File: src/rtl/branch_unit_pipelined_pkg.sv
// Shared types for the branch/jump execution unit.
package branch_unit_pipelined_pkg;

  typedef enum logic [3:0] {
    JAL  = 4'd0,
    JALR = 4'd1,
    BEQ  = 4'd2,
    BNE  = 4'd3,
    BLT  = 4'd4,
    BGE  = 4'd5,
    BLTU = 4'd6,
    BGEU = 4'd7
  } instr_name_e;

endpackage

File: src/rtl/branch_unit_pipelined.sv
// Branch/jump execution unit: resolve at issue, one stage register, then an
// in-order result FIFO toward the CDB with backpressure and flush.
module branch_unit_pipelined
  import branch_unit_pipelined_pkg::*;
#(
  parameter int unsigned XLEN      = 32,
  parameter int unsigned TAG_WIDTH = 6,
  parameter int unsigned DEPTH     = 4
) (
  input  logic                 i_clock,
  input  logic                 i_reset,
  input  logic                 i_flush,
  input  logic                 i_valid,
  output logic                 o_ready,
  input  instr_name_e          i_instr_name,
  input  logic [TAG_WIDTH-1:0] i_tag,
  input  logic [XLEN-1:0]      i_data_1,
  input  logic [XLEN-1:0]      i_data_2,
  input  logic [XLEN-1:0]      i_address,
  input  logic [XLEN-1:0]      i_immediate,
  input  logic                 i_pred_taken,
  input  logic [XLEN-1:0]      i_pred_target,
  output logic                 o_valid,
  input  logic                 i_result_ready,
  output logic [TAG_WIDTH-1:0] o_tag,
  output logic [XLEN-1:0]      o_store_result,
  output logic [XLEN-1:0]      o_jump_result,
  output logic                 o_taken,
  output logic                 o_mispredict,
  output logic                 o_misaligned,
  output logic                 o_illegal
);

  localparam int unsigned PTR_W = $clog2(DEPTH);
  localparam int unsigned CNT_W = $clog2(DEPTH + 1);
  localparam int unsigned OCC_W = CNT_W + 1;

  typedef struct packed {
    logic [TAG_WIDTH-1:0] tag;
    logic [XLEN-1:0]      store;
    logic [XLEN-1:0]      jump;
    logic                 taken;
    logic                 mispredict;
    logic                 misaligned;
    logic                 illegal;
  } result_t;

  result_t           res_c;
  result_t           head_c;
  result_t           stage_q;
  result_t           mem_q [DEPTH];
  logic              stage_valid_q;
  logic [CNT_W-1:0]  count_q;
  logic [PTR_W-1:0]  wr_ptr_q;
  logic [PTR_W-1:0]  rd_ptr_q;

  logic [XLEN-1:0]   link_c;
  logic [XLEN-1:0]   pc_imm_c;
  logic [XLEN-1:0]   reg_imm_c;
  logic [XLEN-1:0]   pred_next_c;
  logic              is_branch_c;
  logic              cond_c;
  logic              accept_c;
  logic              push_c;
  logic              pop_c;
  logic [OCC_W-1:0]  occ_c;

  // Resolve target, direction, link value and prediction check for the issuing op
  always_comb begin
    link_c      = i_address + XLEN'(4);
    pc_imm_c    = i_address + i_immediate;
    reg_imm_c   = (i_data_1 + i_immediate) & ~XLEN'(1);
    pred_next_c = i_pred_taken ? i_pred_target : link_c;
    is_branch_c = 1'b0;
    cond_c      = 1'b0;
    res_c       = '0;
    res_c.tag   = i_tag;
    res_c.jump  = link_c;
    case (i_instr_name)
      JAL: begin
        res_c.taken = 1'b1;
        res_c.jump  = pc_imm_c;
        res_c.store = link_c;
      end
      JALR: begin
        res_c.taken = 1'b1;
        res_c.jump  = reg_imm_c;
        res_c.store = link_c;
      end
      BEQ: begin
        is_branch_c = 1'b1;
        cond_c      = (i_data_1 == i_data_2);
      end
      BNE: begin
        is_branch_c = 1'b1;
        cond_c      = (i_data_1 != i_data_2);
      end
      BLT: begin
        is_branch_c = 1'b1;
        cond_c      = ($signed(i_data_1) < $signed(i_data_2));
      end
      BGE: begin
        is_branch_c = 1'b1;
        cond_c      = ($signed(i_data_1) >= $signed(i_data_2));
      end
      BLTU: begin
        is_branch_c = 1'b1;
        cond_c      = (i_data_1 < i_data_2);
      end
      BGEU: begin
        is_branch_c = 1'b1;
        cond_c      = (i_data_1 >= i_data_2);
      end
      default: res_c.illegal = 1'b1;
    endcase
    if (is_branch_c && cond_c) begin
      res_c.taken = 1'b1;
      res_c.jump  = pc_imm_c;
    end
    res_c.misaligned = res_c.taken & res_c.jump[1];
    res_c.mispredict = (res_c.jump != pred_next_c) | res_c.misaligned;
  end

  // Occupancy counts the stage register too, so the stage can always drain into the FIFO
  assign o_valid  = (count_q != '0);
  assign pop_c    = o_valid & i_result_ready;
  assign occ_c    = OCC_W'(count_q) + OCC_W'(stage_valid_q) - OCC_W'(pop_c);
  assign o_ready  = ~i_reset & (occ_c < OCC_W'(DEPTH));
  assign accept_c = i_valid & o_ready & ~i_flush;
  assign push_c   = stage_valid_q & ((count_q < CNT_W'(DEPTH)) | pop_c);

  always_ff @(posedge i_clock) begin
    if (i_reset) begin
      stage_valid_q <= 1'b0;
      count_q       <= '0;
      wr_ptr_q      <= '0;
      rd_ptr_q      <= '0;
    end else if (i_flush) begin
      stage_valid_q <= 1'b0;
      count_q       <= '0;
      rd_ptr_q      <= wr_ptr_q;
    end else begin
      if (accept_c)    stage_valid_q <= 1'b1;
      else if (push_c) stage_valid_q <= 1'b0;
      if (push_c) wr_ptr_q <= wr_ptr_q + PTR_W'(1);
      if (pop_c)  rd_ptr_q <= rd_ptr_q + PTR_W'(1);
      case ({push_c, pop_c})
        2'b10:   count_q <= count_q + CNT_W'(1);
        2'b01:   count_q <= count_q - CNT_W'(1);
        default: count_q <= count_q;
      endcase
    end
  end

  // Payload storage needs no reset: it is only observed through the valid count
  always_ff @(posedge i_clock) begin
    if (accept_c) stage_q <= res_c;
    if (push_c)   mem_q[wr_ptr_q] <= stage_q;
  end

  assign head_c         = o_valid ? mem_q[rd_ptr_q] : '0;
  assign o_tag          = head_c.tag;
  assign o_store_result = head_c.store;
  assign o_jump_result  = head_c.jump;
  assign o_taken        = head_c.taken;
  assign o_mispredict   = head_c.mispredict;
  assign o_misaligned   = head_c.misaligned;
  assign o_illegal      = head_c.illegal;

endmodule
File: config.mk
export PLATFORM = sky130hd
export DESIGN_NAME = branch_unit_pipelined
export DESIGN_NICKNAME = d
export VERILOG_FILES = /design/src/rtl/branch_unit_pipelined_pkg.sv /design/src/rtl/branch_unit_pipelined.sv
export SDC_FILE = /design/constraint.sdc
export NUM_CORES = 1
export LEC_CHECK = 0
export ABC_AREA = 1
export ABC_CLOCK_PERIOD_IN_PS = 11600
export BUFFER_PORTS_ARGS = -buffer_cell sky130_fd_sc_hd__buf_2
export CORE_MARGIN = 10
export CORE_UTILIZATION = 50
export DETAILED_ROUTE_END_ITERATION = 8
export PLACE_DENSITY = 0.7
export SYNTH_ARGS = -nofsm -noshare
export SYNTH_HDL_FRONTEND = slang
export SYNTH_SLANG_ARGS = --single-unit
File: constraint.sdc
create_clock -name i_clock -period 11.6 [get_ports i_clock]
set_clock_uncertainty 0.1 [all_clocks]
set_input_delay 2.32 -clock i_clock [delete_from_list [all_inputs] [get_ports i_clock]]
set_output_delay 2.32 -clock i_clock [all_outputs]
set_load 0.01 [all_outputs]
==> out/results.txt <==
Share of flip-flops with an asynchronous set or reset - 0
Synth Cell Area - 22,700 um2
Placement Cell Area - 24,500 um2
Power, Total - 0.00342 W
Post-synth top flop - edfxtp_1
Critical path launch point type - input pin
Fraction of final layout cells with drive strength greater than 1 - 0.119
R2r startpoint - count_q[2]
Power per standard cell area - 132 nW/um2
Core ar. - 45,200 um2
Detailed placement HPWL - 60,000 um
Post-synth top area share - 0.489
Seq pwr share - 0.451
Post-CTS Setup Inserts - 0
Ranking of synthesized cells by area - edfxtp_1 (49%), nand2_1 (11%), nor2_1 (7.8%)
Reg-to-reg setup timing slack - 8.06 ns
Number of pins with negative max-slew slack in the final report - 0
Worst setup path start - i_data_1[5]
Outcome - complete, no violations
Count of state elements after synthesis - 380
Crit. End Element - flop
Resized cells post-CTS - 0
Height of the die - 233 um
WL/cell - 21.3 um
First-pass detailed-route iteration total - 5
Maximum count of clock buffers along a single path - 3
Fill count - 4,060
Area occupied by multi-input gates - 9890 um2
Worst flop-to-flop path endpoint - stage_q[52]
GRT Resource Usage Total - 0.279
Maximum achievable frequency - 0.154 GHz
RSZ-0062 raised after global routing - no
Clock latency on the worst-skew pair - 0.54 ns
Synthesized netlist cell count - 2,797
Clock network fraction of total power - 0.365
Maximum vdd ir drop - 0.140 mV
Syn-to-layout area delta - 13.7%
Remaining max-slew budget at the tightest pin - 0.285
Internal Power - 0.00248 W
Worst Max-Slew Pin Slew - 1.07 ns
Critical path arrival - 6.68 ns
Placement row count - 78
Required arrival time at the worst endpoint - 11.77 ns
Reg2reg path depth - 13
Net total in the final layout - 3,299
Number of enable-type register cells in the synthesized netlist - 370
Hold path cells - 0
Time the worst path needs with I/O delays and setup - 6.51 ns
Maximum fanout count along the critical path - 42
Count of H-tree levels built during CTS - 2
Total number of clock tree sinks - 380
Global-route congestion overflow total - 0
DR iter-0 viols - 2,103
Routed via count divided by cell count - 5.49
Share of power burned in combinational logic - 0.184
Core occupancy in the finished layout - 0.572
Clk Tree Root Cell - clkbuf_16
TritonCTS clock tree - done
Most frequent cells in the layout - nand2_1 (682), nor2_1 (468), edfxtp_1 (370), inv_1 (315), buf_2 (251)
Port buffer count - 251
Gp weighted congestion - 1.03
Global-route wire length before repair - 114,000 um
Hold buffer count at cts - 0
Leading cell type in the layout, fill and taps excluded - nand2_1
Hold crit path type - reg2reg
Post-synthesis area per instance - 8.13 um2
Final hold violation count - 0
Detail Route Antenna Nets - 0
Initial Utilization - 0.503
Number of distinct library cells after synthesis - 46
Sequential share of the synthesized area - 0.498
Standby leakage power - 11.5 nW
Nets in the synthesized netlist - 3,078
Number of buffers created by CTS - 38
Setup Crit Path Kind - in2reg
Crit share post-route - 0.561
Final Setup Violations - 0
HP Start - stage_q[15]
Count of synthesis-stage warnings from yosys - 0
Total length of routed wires - 77,600 um
Largest net degree at the start of global routing - 107
# Max-Cap Violations - 0
Horizontal extent of the die - 233 um
Die area - 54,400 um2
Area of all placed cells without fillers - 25,800 um2
Count of boundary I/O pins - 252
Worst hold slack after final layout - 0.388 ns
Switching power - 0.000944 W
Cell taking the most area after synthesis - edfxtp_1
FF+latch area - 11,300 um2
Clock Pin Slew Worst Setup and Hold Paths - 0.06 ns
Final setup TNS - 0 ns
Vias in the first global route - 19,000
Vias - 20,000
DRC errors left - 0
Switching power share of the total - 0.276
Endpoint of the worst hold path - mem_q[3][15]
Antenna violations before repair - 10
[critical path, stage by stage]
cell and delay (ns):
buf_2 0.12, ha_1 0.31, a21oi_1 0.15, nor2_1 0.05, nor2_1 0.08, nand2_1 0.08, nand2_1 0.07, nand2_1 0.14
nand2_2 0.13, nand2_1 0.05, nand2_1 0.09, nand3_1 0.09, nand2_2 0.62, nand3_2 0.95, inv_1 0.49, nand2_1 0.13
nand2_1 0.10, nand2_1 0.05, nand2_1 0.07, nand2_1 0.05, nor2_1 0.08, nand2_1 0.08, nor2_1 0.23, nand3_1 0.10
[area by class of cell]
type | instances | area share
diodes | 1 | 0.0000968
clock buffers | 48 | 0.0391
clock inverters | 20 | 0.0108
inverters | 326 | 0.0474
multi-input cells | 2006 | 0.383
flip-flops and latches | 380 | 0.438
well taps | 600 | 0.0291
repair buffers | 266 | 0.0530
[registers in the layout, indices dropped and copies added (netlist names), named ones only]
signal         count
mem_q            296
stage_q           74
count_q            3
rd_ptr_q           2
wr_ptr_q           2
stage_valid_q      1
[logic make-up (layout without fill, tap and decap cells)]
kind of cell             after synthesis  count (layout)  share of synthesized area
AO/OA/AOI/OAI                        400             400                     0.0915
flip-flops                           380             380                      0.498
buffers and inverters                411             660                     0.0694
AND/OR/NAND/NOR                     1459            1459                      0.267
adder cells (fa/ha/maj)              105             105                     0.0588
XOR/XNOR                              42              42                     0.0162
other                                  0               1                          0
[per-stage QoR]
step | setup WS (ns) | instances
after floorplan | 4.17 | 2797
after global placement | 4.69 | 3578
after detailed placement | 4.51 | 3578
after CTS | 5.08 | 3646
after global routing | 4.68 | 3646
final | 5.09 | 3647
[Yosys cell counts, types with 2 or more instances]
library cell	count
a21o_1	4
a21boi_0	2
a211oi_1	3
buf_2	4
nand3_1	180
nor2_4	3
nor3_2	3
o21bai_1	7
xnor2_1	8
xor2_1	34
inv_1	318
edfxtp_1	370
o211ai_1	2
nand4_1	24
and3_1	2
nand3_2	2
clkbuf_1	63
buf_6	2
a21oi_1	153
clkinv_1	7
a31oi_1	2
o22ai_1	2
buf_1	12
ha_1	102
nand3b_1	26
nor4_1	8
nor3_1	29
and2_1	6
o21a_1	3
o21ai_0	213
dfxtp_1	10
o21ai_1	3
or2_2	13
nand2_2	3
nand2_1	682
nor2_1	473
nor2_2	3
fa_1	3
a221oi_1	3
buf_4	4
[per-layer routing]
layer	track usage	wire, um
met5	0	115
met4	0.0907	2520
met3	0.0493	5580
met2	0.448	35800
met1	0.378	33500
[worst max-delay path by stage]
stage	to	slack, ns	cells past startpoint
after floorplan	stage_q[0]	4.17	12
after global placement	stage_q[2]	4.69	26
after detailed placement	stage_q[2]	4.51	24
after CTS	stage_q[2]	5.08	24
after global routing	stage_q[2]	4.68	24
final	stage_q[2]	5.09	24
[power groups by stage]
stage	sequential, W	clock (W)	combinational, W
after floorplan	0.00157	0	0.000404
after global routing	0.00154	0.00133	0.000701
after global placement	0.00157	0	0.000610
final	0.00154	0.00125	0.000628
after detailed placement	0.00157	0	0.000619
after CTS	0.00154	0.00127	0.000621
No activity file was read; power rests on OpenSTA's default activity.
